==> config.mk <==
export PLATFORM = sky130hd
export DESIGN_NAME = mem_stage_flat
export DESIGN_NICKNAME = d
export VERILOG_FILES = /design/src/rtl/cpu_pkg.sv /design/src/rtl/mem_stage_if.sv /design/src/rtl/mem_access_fsm.sv /design/src/rtl/mem_stage.sv /design/src/flat_wrapper.sv
export SDC_FILE = /design/constraint.sdc
export NUM_CORES = 1
export LEC_CHECK = 0
export BUFFER_PORTS_ARGS = -buffer_cell sky130_fd_sc_hd__buf_4
export CAP_MARGIN = 20
export CORE_ASPECT_RATIO = 1.75
export CORE_UTILIZATION = 50
export CTS_BUF_LIST = sky130_fd_sc_hd__clkbuf_8
export DETAILED_ROUTE_END_ITERATION = 16
export PLACE_DENSITY = 0.82
export SLEW_MARGIN = 0
export SYNTH_ARGS = -nofsm -noshare
export SYNTH_HDL_FRONTEND = slang
export SYNTH_SLANG_ARGS = --single-unit
==> constraint.sdc <==
create_clock -name CLK -period 7.3 [get_ports CLK]
set_input_delay 0.73 -clock CLK [delete_from_list [all_inputs] [get_ports CLK]]
set_output_delay 0.73 -clock CLK [all_outputs]
set_load 0.05 [all_outputs]
==> src/rtl/cpu_pkg.sv <==
// Shared definitions for the CPU pipeline: widths, memory-op encodings and
// the MEM-stage bus FSM state type.
package cpu_pkg;

  localparam int DATA_W   = 16;
  localparam int REG_ID_W = 3;

  localparam logic [1:0] MEM_NONE      = 2'b00;
  localparam logic [1:0] MEM_RAM       = 2'b01;
  localparam logic [1:0] MEM_UART      = 2'b10;
  localparam logic [1:0] MEM_UART_STAT = 2'b11;

  typedef enum logic [2:0] {
    IDLE,
    RAM_RD,
    RAM_WR,
    UART_RD,
    UART_WR,
    DONE
  } memState_t;

  // True when this read/write pair needs a multi-cycle bus access.
  // Any read (including a status read) suppresses the write.
  function automatic logic startsAccess(input logic [1:0] rdOp, input logic [1:0] wrOp);
    logic rdBus;
    logic wrBus;
    rdBus = (rdOp == MEM_RAM) || (rdOp == MEM_UART);
    wrBus = (rdOp == MEM_NONE) && ((wrOp == MEM_RAM) || (wrOp == MEM_UART));
    return rdBus || wrBus;
  endfunction

endpackage

==> src/rtl/mem_stage_if.sv <==
// External memory/UART bus seen by the MEM stage. The SRAM data bus is
// split into out/in halves; the tristate lives at the chip top.
interface mem_stage_if;
  import cpu_pkg::*;

  logic [DATA_W-1:0] ramAddr;
  logic [DATA_W-1:0] ramDataOut;
  logic [DATA_W-1:0] ramDataIn;
  logic              ramDataOE;
  logic              ramCE_n;
  logic              ramOE_n;
  logic              ramWE_n;
  logic              uartRdn;
  logic              uartWrn;
  logic              uartDataReady;
  logic              uartTbre;
  logic              uartTsre;

  modport master (
    output ramAddr, ramDataOut, ramDataOE, ramCE_n, ramOE_n, ramWE_n, uartRdn, uartWrn,
    input  ramDataIn, uartDataReady, uartTbre, uartTsre
  );

  modport slave (
    input  ramAddr, ramDataOut, ramDataOE, ramCE_n, ramOE_n, ramWE_n, uartRdn, uartWrn,
    output ramDataIn, uartDataReady, uartTbre, uartTsre
  );

endinterface

==> src/rtl/mem_access_fsm.sv <==
// Bus sequencer for loads/stores to the async SRAM and the UART.
//
//   state   | meaning
//   --------+------------------------------------------------------------
//   IDLE    | no access in flight; decides what the EX/MEM op needs
//   RAM_RD  | CE_n/OE_n low for RAM_WAIT cycles, data captured at the end
//   RAM_WR  | CE_n low RAM_WAIT cycles, WE_n released one cycle early
//   UART_RD | wait for dataReady, then one-cycle rdn pulse and capture
//   UART_WR | wait for tbre&tsre, then one-cycle wrn pulse
//   DONE    | result ready; stall released, MEM/WB loads on next edge
//
// All strobes come straight from flops so they never glitch.
module mem_access_fsm
  import cpu_pkg::*;
#(
  parameter int unsigned RAM_WAIT = 2
) (
  input  logic              CLK,
  input  logic              RST,
  input  logic [1:0]        memReadIn,
  input  logic [1:0]        memWriteIn,
  input  logic [DATA_W-1:0] ALUResultIn,
  input  logic [DATA_W-1:0] dataIn,
  mem_stage_if.master       bus,
  output memState_t         state,
  output logic [DATA_W-1:0] readData
);

  localparam logic [3:0] WAIT_LOAD = 4'(RAM_WAIT - 1);

  memState_t  nextState;
  logic [3:0] waitCnt;
  logic       txEmpty;

  assign txEmpty = bus.uartTbre & bus.uartTsre;

  // State register.
  always_ff @(posedge CLK or posedge RST) begin
    if (RST) state <= IDLE;
    else     state <= nextState;
  end

  // Next-state decode; a read of any kind takes precedence over a write.
  always_comb begin
    nextState = state;
    case (state)
      IDLE: begin
        if (memReadIn == MEM_RAM)                                nextState = RAM_RD;
        else if (memReadIn == MEM_UART)                          nextState = UART_RD;
        else if (memReadIn == MEM_NONE && memWriteIn == MEM_RAM)  nextState = RAM_WR;
        else if (memReadIn == MEM_NONE && memWriteIn == MEM_UART) nextState = UART_WR;
      end
      RAM_RD, RAM_WR: if (waitCnt == 4'd0) nextState = DONE;
      UART_RD:        if (!bus.uartRdn)    nextState = DONE;
      UART_WR:        if (!bus.uartWrn)    nextState = DONE;
      DONE:           nextState = IDLE;
      default:        nextState = IDLE;
    endcase
  end

  // Registered strobes, wait down-counter, held address/data and read capture.
  always_ff @(posedge CLK or posedge RST) begin
    if (RST) begin
      waitCnt        <= '0;
      readData       <= '0;
      bus.ramAddr    <= '0;
      bus.ramDataOut <= '0;
      bus.ramDataOE  <= 1'b0;
      bus.ramCE_n    <= 1'b1;
      bus.ramOE_n    <= 1'b1;
      bus.ramWE_n    <= 1'b1;
      bus.uartRdn    <= 1'b1;
      bus.uartWrn    <= 1'b1;
    end else begin
      case (state)
        IDLE: begin
          if (nextState != IDLE) readData <= '0;
          case (nextState)
            RAM_RD: begin
              bus.ramCE_n <= 1'b0;
              bus.ramOE_n <= 1'b0;
              bus.ramAddr <= ALUResultIn;
              waitCnt     <= WAIT_LOAD;
            end
            RAM_WR: begin
              bus.ramCE_n    <= 1'b0;
              bus.ramWE_n    <= 1'b0;
              bus.ramDataOE  <= 1'b1;
              bus.ramAddr    <= ALUResultIn;
              bus.ramDataOut <= dataIn;
              waitCnt        <= WAIT_LOAD;
            end
            UART_RD: bus.uartRdn <= ~bus.uartDataReady;
            UART_WR: begin
              bus.uartWrn    <= ~txEmpty;
              bus.ramDataOE  <= 1'b1;
              bus.ramDataOut <= dataIn;
            end
            default: ;
          endcase
        end
        RAM_RD: begin
          if (waitCnt == 4'd0) begin
            readData    <= bus.ramDataIn;
            bus.ramCE_n <= 1'b1;
            bus.ramOE_n <= 1'b1;
          end else begin
            waitCnt <= waitCnt - 4'd1;
          end
        end
        RAM_WR: begin
          if (waitCnt == 4'd0) begin
            bus.ramCE_n   <= 1'b1;
            bus.ramWE_n   <= 1'b1;
            bus.ramDataOE <= 1'b0;
          end else begin
            waitCnt <= waitCnt - 4'd1;
            // Lift WE_n one cycle before CE_n so address/data outlive it.
            if (waitCnt == 4'd1) bus.ramWE_n <= 1'b1;
          end
        end
        UART_RD: begin
          if (!bus.uartRdn) begin
            readData    <= {8'h00, bus.ramDataIn[7:0]};
            bus.uartRdn <= 1'b1;
          end else begin
            bus.uartRdn <= ~bus.uartDataReady;
          end
        end
        UART_WR: begin
          if (!bus.uartWrn) begin
            bus.uartWrn   <= 1'b1;
            bus.ramDataOE <= 1'b0;
          end else begin
            bus.uartWrn <= ~txEmpty;
          end
        end
        default: ;
      endcase
    end
  end

endmodule

==> src/rtl/mem_stage.sv <==
// MEM pipeline stage: bus access via mem_access_fsm, branch resolution,
// stall generation and the MEM/WB pipeline register.
module mem_stage
  import cpu_pkg::*;
#(
  parameter int unsigned RAM_WAIT = 2
) (
  input  logic                CLK,
  input  logic                RST,
  input  logic [1:0]          writeSpecRegIn,
  input  logic                memtoRegIn,
  input  logic                regWriteIn,
  input  logic [1:0]          memReadIn,
  input  logic [1:0]          memWriteIn,
  input  logic                branchIn,
  input  logic                zerobitIn,
  input  logic [DATA_W-1:0]   PCIn,
  input  logic [DATA_W-1:0]   ALUResultIn,
  input  logic [DATA_W-1:0]   dataIn,
  input  logic [REG_ID_W-1:0] registerToWriteIdIn,
  mem_stage_if.master         bus,
  output logic                stall,
  output logic                branchTaken,
  output logic [DATA_W-1:0]   branchTarget,
  output logic [1:0]          writeSpecRegOut,
  output logic                memtoRegOut,
  output logic                regWriteOut,
  output logic [DATA_W-1:0]   memDataOut,
  output logic [DATA_W-1:0]   ALUResultOut,
  output logic [REG_ID_W-1:0] registerToWriteIdOut
);

  memState_t         state;
  logic [DATA_W-1:0] readData;
  logic [DATA_W-1:0] memResult;

  mem_access_fsm #(.RAM_WAIT(RAM_WAIT)) uAccess (
    .CLK         (CLK),
    .RST         (RST),
    .memReadIn   (memReadIn),
    .memWriteIn  (memWriteIn),
    .ALUResultIn (ALUResultIn),
    .dataIn      (dataIn),
    .bus         (bus),
    .state       (state),
    .readData    (readData)
  );

  // Branches only resolve when no access is in flight, so a held instruction can't re-fire.
  assign branchTaken  = branchIn & zerobitIn & (state == IDLE);
  assign branchTarget = PCIn;

  // Stall while an access is starting or running; reset must never leave the pipe frozen.
  always_comb begin
    stall = 1'b0;
    if (!RST) begin
      if (state == IDLE)      stall = startsAccess(memReadIn, memWriteIn);
      else if (state != DONE) stall = 1'b1;
    end
  end

  // Data offered to MEM/WB: a finished bus read, or the UART status word which needs no bus cycle.
  always_comb begin
    memResult = '0;
    if (state == DONE)
      memResult = readData;
    else if (state == IDLE && memReadIn == MEM_UART_STAT)
      memResult = {14'b0, bus.uartDataReady, bus.uartTbre & bus.uartTsre};
  end

  // MEM/WB register: load when not stalled, otherwise insert a bubble by clearing write controls.
  always_ff @(posedge CLK or posedge RST) begin
    if (RST) begin
      writeSpecRegOut      <= '0;
      memtoRegOut          <= 1'b0;
      regWriteOut          <= 1'b0;
      memDataOut           <= '0;
      ALUResultOut         <= '0;
      registerToWriteIdOut <= '0;
    end else if (!stall) begin
      writeSpecRegOut      <= writeSpecRegIn;
      memtoRegOut          <= memtoRegIn;
      regWriteOut          <= regWriteIn;
      memDataOut           <= memResult;
      ALUResultOut         <= ALUResultIn;
      registerToWriteIdOut <= registerToWriteIdIn;
    end else begin
      writeSpecRegOut <= '0;
      memtoRegOut     <= 1'b0;
      regWriteOut     <= 1'b0;
    end
  end

endmodule

==> src/flat_wrapper.sv <==
// flat-port wrapper written by rule: the top's interface ports become plain ports
module mem_stage_flat import cpu_pkg::*;
#(
  parameter int unsigned RAM_WAIT = 2
)
  (CLK, RST, writeSpecRegIn, memtoRegIn, regWriteIn, memReadIn, memWriteIn, branchIn, zerobitIn, PCIn, ALUResultIn, dataIn, registerToWriteIdIn, stall, branchTaken, branchTarget, writeSpecRegOut, memtoRegOut, regWriteOut, memDataOut, ALUResultOut, registerToWriteIdOut, bus_ramAddr, bus_ramDataOut, bus_ramDataOE, bus_ramCE_n, bus_ramOE_n, bus_ramWE_n, bus_uartRdn, bus_uartWrn, bus_ramDataIn, bus_uartDataReady, bus_uartTbre, bus_uartTsre);
  mem_stage_if bus_i ();
  input  logic CLK;
  input  logic RST;
  input  logic [1:0] writeSpecRegIn;
  input  logic memtoRegIn;
  input  logic regWriteIn;
  input  logic [1:0] memReadIn;
  input  logic [1:0] memWriteIn;
  input  logic branchIn;
  input  logic zerobitIn;
  input  logic [DATA_W-1:0] PCIn;
  input  logic [DATA_W-1:0] ALUResultIn;
  input  logic [DATA_W-1:0] dataIn;
  input  logic [REG_ID_W-1:0] registerToWriteIdIn;
  output logic stall;
  output logic branchTaken;
  output logic [DATA_W-1:0] branchTarget;
  output logic [1:0] writeSpecRegOut;
  output logic memtoRegOut;
  output logic regWriteOut;
  output logic [DATA_W-1:0] memDataOut;
  output logic [DATA_W-1:0] ALUResultOut;
  output logic [REG_ID_W-1:0] registerToWriteIdOut;
  output wire logic [$bits(bus_i.ramAddr)-1:0] bus_ramAddr;
  output wire logic [$bits(bus_i.ramDataOut)-1:0] bus_ramDataOut;
  output wire logic [$bits(bus_i.ramDataOE)-1:0] bus_ramDataOE;
  output wire logic [$bits(bus_i.ramCE_n)-1:0] bus_ramCE_n;
  output wire logic [$bits(bus_i.ramOE_n)-1:0] bus_ramOE_n;
  output wire logic [$bits(bus_i.ramWE_n)-1:0] bus_ramWE_n;
  output wire logic [$bits(bus_i.uartRdn)-1:0] bus_uartRdn;
  output wire logic [$bits(bus_i.uartWrn)-1:0] bus_uartWrn;
  input wire logic [$bits(bus_i.ramDataIn)-1:0] bus_ramDataIn;
  input wire logic [$bits(bus_i.uartDataReady)-1:0] bus_uartDataReady;
  input wire logic [$bits(bus_i.uartTbre)-1:0] bus_uartTbre;
  input wire logic [$bits(bus_i.uartTsre)-1:0] bus_uartTsre;
  assign bus_ramAddr = bus_i.ramAddr;
  assign bus_ramDataOut = bus_i.ramDataOut;
  assign bus_ramDataOE = bus_i.ramDataOE;
  assign bus_ramCE_n = bus_i.ramCE_n;
  assign bus_ramOE_n = bus_i.ramOE_n;
  assign bus_ramWE_n = bus_i.ramWE_n;
  assign bus_uartRdn = bus_i.uartRdn;
  assign bus_uartWrn = bus_i.uartWrn;
  assign bus_i.ramDataIn = bus_ramDataIn;
  assign bus_i.uartDataReady = bus_uartDataReady;
  assign bus_i.uartTbre = bus_uartTbre;
  assign bus_i.uartTsre = bus_uartTsre;
  mem_stage #(.RAM_WAIT(RAM_WAIT)) u_core (.CLK(CLK), .RST(RST), .writeSpecRegIn(writeSpecRegIn), .memtoRegIn(memtoRegIn), .regWriteIn(regWriteIn), .memReadIn(memReadIn), .memWriteIn(memWriteIn), .branchIn(branchIn), .zerobitIn(zerobitIn), .PCIn(PCIn), .ALUResultIn(ALUResultIn), .dataIn(dataIn), .registerToWriteIdIn(registerToWriteIdIn), .bus(bus_i), .stall(stall), .branchTaken(branchTaken), .branchTarget(branchTarget), .writeSpecRegOut(writeSpecRegOut), .memtoRegOut(memtoRegOut), .regWriteOut(regWriteOut), .memDataOut(memDataOut), .ALUResultOut(ALUResultOut), .registerToWriteIdOut(registerToWriteIdOut));
endmodule
## After elaboration in Yosys (flattened, before gate mapping)

Cells that the tools add are included.

- Register bits: 100
- Input bits: 82
- Word-level logic and storage cells: 126

- Add/sub/neg operators: 1
- Equal/unequal tests: 30
- Mux-type cells: 42
- Bitwise logic cells: 5
- Reduce and logical (&&, ||, !) cells: 31

Operator list:

| kind | count |
|---|---|
| 2-to-1 mux 16 bit | 4 |
| case mux 16 bit (3 select lines) | 1 |
| != test 2 bit, second input constant | 12 |
| 2-to-1 mux 3 bit | 7 |
| 2-to-1 mux 1 bit | 18 |
| == test 3 x 2 -> 1 bit, second input constant | 4 |
| case mux 3 bit (4 select lines) | 1 |
| AND reduction 3 bit | 4 |
| case mux 1 bit (2 select lines) | 5 |
| nonzero test 2 bit | 5 |
| == test 3 bit, second input constant | 3 |
| nonzero test 3 bit | 3 |
| 2-to-1 mux 4 bit | 2 |
| case mux 4 bit (2 select lines) | 1 |
| AND reduction 2 bit | 4 |
| AND reduction 4 bit | 2 |
| == test 2 bit, second input constant | 3 |
| == test 3 x 1 -> 1 bit, second input constant | 2 |
| != test 3 bit, second input constant | 2 |
| OR reduction 2 bit | 3 |
| == test 2 x 1 -> 1 bit, second input constant | 2 |
| == test 4 x 1 -> 1 bit, second input constant | 1 |
| logical AND 1 bit | 4 |
| zero test 4 bit | 1 |
| other kinds (9) | 15 |

## Longest topological paths before layout

- Depth after elaboration: 11
- Depth in mapped cells: 9

## Modules after synthesis

A second synthesis with hierarchy kept.

- Cells, all modules: 333
- Area total of the unflattened synthesis: 4,475.5 µm²

Modules (own cells, without submodules):

| module | times used | cells each | area an instance (µm²) | sequential area each (µm²) |
|---|---|---|---|---|
| mem_access_fsm | 1 | 211 | 2,745.1 | 1,532.7 |
| mem_stage | 1 | 122 | 1,730.4 | 975.9 |

## Worst setup path before layout

OpenSTA, ideal clock, no wires.

- Kind: input to output
- Start point: input memWriteIn[0]
- End point: output stall
- Data arrival time: 2.245 ns
- Required time: 6.570 ns
- Slack: 4.325 ns
- Cell stages on the path: 6
- Cell sequence: inv_1 ha_1 nor2b_1 nor3_1 nor3_1 clkbuf_1

- Cells in the longest elaborated chain, start to end: 6
- Elaborated cells between the ends (all ways): 7
- Classes of those cells: eq/ne: 2; mux: 2; reduce/logical: 3

Ends and longest elaborated chain:

| element | line | RTL |
|---|---|---|
| start, declared | flat_wrapper.sv:14 | `input logic [1:0] memWriteIn;` |
| == test 2 x 1 -> 1 bit / == test 2 bit (equally long branches) | cpu_pkg.sv:28 | `wrBus = (rdOp == MEM_NONE) && ((wrOp == MEM_RAM) \|\| (wrOp == MEM_UART));` |
| logical OR 1 bit (*) | cpu_pkg.sv:28 |  |
| logical AND 1 bit (*) | cpu_pkg.sv:28 |  |
| logical OR 1 bit (*) | cpu_pkg.sv:29 | `return rdBus \|\| wrBus;` |
| 2-to-1 mux 1 bit (*) | mem_stage.sv:57 | `if (state == IDLE) stall = startsAccess(memReadIn, memWriteIn);` |
| 2-to-1 mux 1 bit (*) | mem_stage.sv:56 | `if (!RST) begin` |
| end, declared | flat_wrapper.sv:21 | `output logic stall;` |

Mark *: on every way between the ends. The rest lies on a longest branch, timed or not.

## Worst setup path after layout

- Start point: register u_core.uAccess.waitCnt[0]
- End point: register u_core.uAccess.readData[2]

- Cells in the longest elaborated chain, start to end: 6
- Elaborated cells between the ends (all ways): 7
- Classes of those cells: eq/ne: 2; mux: 2; reduce/logical: 3

Ends and longest elaborated chain:

| element | line | RTL |
|---|---|---|
| start, declared | mem_access_fsm.sv:32 | `logic [3:0] waitCnt;` |
| start signal, assigned | mem_access_fsm.sv:108 | `waitCnt <= waitCnt - 4'd1;` |
| start signal, assigned | mem_access_fsm.sv:117 | `waitCnt <= waitCnt - 4'd1;` |
| zero test 4 bit | mem_access_fsm.sv:53 | `RAM_RD, RAM_WR: if (waitCnt == 4'd0) nextState = DONE;` |
| 2-to-1 mux 3 bit | mem_access_fsm.sv:53 |  |
| case mux 3 bit (4 select lines) | mem_access_fsm.sv:46 | `case (state)` |
| named net u_core.uAccess.nextState[2] | mem_access_fsm.sv:31 | `memState_t nextState;` |
| nonzero test 3 bit | mem_access_fsm.sv:77 | `if (nextState != IDLE) readData <= '0;` |
| != test 2 bit (no source line) | n/a |  |
| AND reduction 4 bit (no source line) | n/a |  |
| end signal, assigned | mem_access_fsm.sv:104 | `readData <= bus.ramDataIn;` |
| end signal, assigned | mem_access_fsm.sv:124 | `readData <= {8'h00, bus.ramDataIn[7:0]};` |
| end, declared | mem_access_fsm.sv:26 | `output logic [DATA_W-1:0] readData` |

The timed path passes the listed nets, and every way through them passes these cells.
A chain may end at the register's enable or synchronous reset.

==> flow_metrics.py <==
metrics = {
    "clock_tree": {
        "cts_resized": 0,
        "worst_skew_pair.late_latency_ns": 0.36,
        "cts_hold_buf": 0,
        "h-tree-depth": 3,
        "clk_pin_slew_ns": 0.09,
        "postCtsSetupBuffers": 0,
        "cts_tree": "yes",
        "clockBufferDepth": 2,
        "cts_made_buffers": 9,
        "cts_sinks": 100,
        "clockRootBuffer": "clkbuf_8",
    },
    "synth": {
        "synth_xor_area_share_pct": 0.601,
        "ys_ff_latch": 100,
        "yosys.area_share.simple_pct": 9.62,
        "synth_top_flop_cell": "dfrtp_1",
        "synth_top_family_by_area": "multiplexers",
        "synthAdderAreaFrac_pct": 2.58,
        "syn_nets": 437,
        "synthMuxAreaShare_pct": 15.2,
        "synth.distinct_cells": 46,
        "yosysWarnings": 0,
        "synth-edff-count": 0,
        "synth_compound_area_share_pct": 8.93,
        "synth_cells": 346,
        "ys_seq_area_share_pct": 57.4,
        "syn_area_um2": 4370,
        "async_flop_share_pct": 100,
        "syn_area_per_cell_um2": 12.6,
    },
    "final_layout": {
        "fin_nets": 564,
        "layout-drive-gt1-share_pct": 47.9,
        "diodes": 0,
        "fin_cells": 593,
        "synthToLayoutAreaGrowth_pct": 29.0,
        "final_util_pct": 67.4,
    },
    "placement": {
        "dp_cells": 577,
        "hpwlAfterDp_um": 7410,
        "port_buffers": 144,
        "place_congestion": 0.849,
    },
    "worst_setup_path": {
        "timing.rr.start": "u_core.uAccess.waitCnt[0]",
        "startpoint": "u_core.uAccess.waitCnt[0]",
        "worstPathRequired_ns": 7.59,
        "worst_r2r_path_depth": 8,
        "worstPathArrival_ns": 3.43,
        "critPathCaptureType": "flop",
        "reg2reg_slack_ns": 4.16,
        "worst-setup-path-type": "flop to flop",
        "worst-path-max-fanout": 10,
        "critPathLaunchType": "flop",
        "reg2reg_to": "u_core.uAccess.readData[2]",
    },
    "power": {
        "power_frac_seq_pct": 33.8,
        "p_sw_share_pct": 46.3,
        "p_per_area_nw_per_um2": 482,
        "p_sw_mw": 1.26,
        "p_int_mw": 1.46,
        "clockPowerShare_pct": 14.3,
        "p_leak_nw": 2.77,
        "vdd_drop_max_v": 0.000260,
        "p_comb_share_pct": 51.9,
        "finalPower_mw": 2.72,
    },
    "routing": {
        "ant_nets": 0,
        "dr.first_iter.drc_count": 155,
        "dr.pass1.iters": 4,
        "vias": 3136,
        "drt_wl_total_um": 9860,
        "drc": 0,
        "avgRoutedWirePerCell_um": 16.6,
        "vias_per_cell": 5.29,
    },
    "global_routing": {
        "grt_overflow": 0,
        "grt_pass1_vias": 3379,
        "grt_start_max_net_pins": 75,
        "antenna_found_initial": 0,
        "grt_usage_pct": 23.0,
        "grt_pass1_wl_um": 15900,
    },
    "timing": {
        "hold_viol": 0,
        "tightestPinTransition_ns": 1.09,
        "skew_ns": 0.00603,
        "rsz0062_at_grt": "false",
        "slew_violations": 0,
        "hold_slack_ns": 0.345,
        "setup_viol_count_final": 0,
        "fin_tns_setup_ns": 0,
        "period_minus_slack_ns": 3.14,
        "slew_headroom_pct": 26.5,
        "timing.final.crit_share_pct": 43.0,
        "max_freq_mhz": 319,
    },
    "outcome": {
        "outcome": "completed",
    },
    "floorplan": {
        "core-area_um2": 8370,
        "dieArea_um2": 9130,
        "num_rows": 44,
        "die_x_um": 72.7,
        "pin_count": 177,
        "dieHeight_um": 126,
        "start_util_pct": 52.2,
    },
    "min_path": {
        "hp-class": "input port to asynchronous set/reset pin",
    },
    "job": {
        "max_cap_viol_count": 0,
    },
}
layout make-up:
class,instances,area [um^2]
fill,665,2730
clock buffer,10,138
sequential,100,2510
tap,115,144
inverter,9,36.3
clock inverter,6,88.8
timing repair buffer,147,1100
multi-input combinational,206,1620
cell usage after synthesis, types with 3 or more instances:
master / n / area, um^2
buf_6: 3 / 33.8
nor2b_1: 7 / 43.8
a22oi_1: 8 / 60.1
clkbuf_1: 5 / 18.8
dfrtp_1: 95 / 2380
nand2b_1: 3 / 18.8
a21oi_1: 8 / 40.0
buf_4: 18 / 135
mux2i_1: 8 / 80.1
a22o_1: 14 / 123
and2_1: 3 / 18.8
inv_1: 9 / 33.8
mux2_2: 52 / 586
buf_2: 5 / 25.0
nand2_1: 25 / 93.8
o21ai_0: 6 / 30.0
dfstp_2: 5 / 131
nor3_1: 6 / 30.0
nor3b_1: 3 / 22.5
nor2_1: 20 / 75.1
o31ai_1: 3 / 22.5
ha_1: 9 / 113
flip-flops by register name, summed over array words and instances (netlist names):
name / count
u_core.uAccess.bus.ramDataOut: 16
u_core.uAccess.bus.ramWE_n: 1
u_core.uAccess.bus.ramOE_n: 1
u_core.uAccess.bus.uartRdn: 1
u_core.uAccess.state: 3
u_core.memtoRegOut: 1
u_core.registerToWriteIdOut: 3
u_core.uAccess.readData: 16
u_core.uAccess.waitCnt: 4
u_core.uAccess.bus.ramCE_n: 1
u_core.uAccess.bus.uartWrn: 1
u_core.memDataOut: 16
u_core.ALUResultOut: 16
u_core.writeSpecRegOut: 2
u_core.regWriteOut: 1
u_core.uAccess.bus.ramAddr: 16
u_core.uAccess.bus.ramDataOE: 1
layer usage:
| metal | track usage (%) | up-vias | wire length (um) |
|---|---|---|---|
| met5 | 0 | - | 0 |
| li1 | - | 1447 | - |
| met4 | 11.6 | 0 | 346 |
| met2 | 40.8 | 100 | 5480 |
| met3 | 4.88 | 28 | 468 |
| met1 | 25.2 | 1561 | 3560 |
cells in the final DEF (no fill, tap or decap), drive strengths merged, types with 5 or more instances in the layout:
| cell | Yosys | routed |
|---|---|---|
| o21ai | 8 | 8 |
| a21oi | 9 | 9 |
| mux2i | 8 | 8 |
| a22o | 14 | 14 |
| nor2 | 21 | 21 |
| nor2b | 7 | 7 |
| a22oi | 8 | 8 |
| mux2 | 52 | 52 |
| buf | 26 | 147 |
| dfrtp | 95 | 95 |
| nor3 | 8 | 8 |
| inv | 9 | 10 |
| nand2 | 25 | 25 |
| dfstp | 5 | 5 |
| clkbuf | 5 | 10 |
| ha | 9 | 9 |
power by group through the flow:
stage | Clock [mW] | Sequential, mW | Combinational, mW
after floorplan | 0 | 1.44 | 0.517
after global placement | 0 | 0.917 | 1.39
after detailed placement | 0 | 0.931 | 1.42
after CTS | 0.399 | 0.920 | 1.42
after global routing | 0.420 | 0.945 | 1.49
final | 0.388 | 0.919 | 1.41
cell families after synthesis:
logic type | count (synthesis)
flip-flops | 100
AND/OR/NAND/NOR | 82
multiplexers | 60
AO/OA/AOI/OAI | 52
buffers and inverters | 40
adder cells (fa/ha/maj) | 9
XOR/XNOR | 3
critical path, cell delays in order (launching register included):
cell and delay [ns]:
dfrtp_1 0.38, inv_1 0.09, ha_1 0.23, nor4b_1 0.15
o21ai_1 0.81, o211ai_2 0.37, nor3_2 0.61, nor2_1 0.25
nor2_1 0.17
stage by stage:
| stage | area [um^2] | setup slack (ns) |
|---|---|---|
| 2_1_floorplan | 4370 | 3.96 |
| 3_3_place_gp | 5410 | 4.32 |
| 3_5_place_dp | 5410 | 4.18 |
| 4_1_cts | 5640 | 4.15 |
| 5_1_grt | 5640 | 3.78 |
| 6_report | 5640 | 4.16 |
how the worst max path moves through the flow:
stage | end | slack (ns) | cells after the start
final | u_core.uAccess.readData[2] | 4.16 | 8
after global routing | u_core.uAccess.readData[5] | 3.78 | 8
after CTS | u_core.uAccess.readData[2] | 4.15 | 8
after detailed placement | u_core.uAccess.readData[2] | 4.18 | 8
after global placement | u_core.uAccess.bus.ramDataOut[8] | 4.32 | 7
after floorplan | u_core.ALUResultOut[0] | 3.96 | 1
Note: power is estimated with default switching activity, not from simulation.
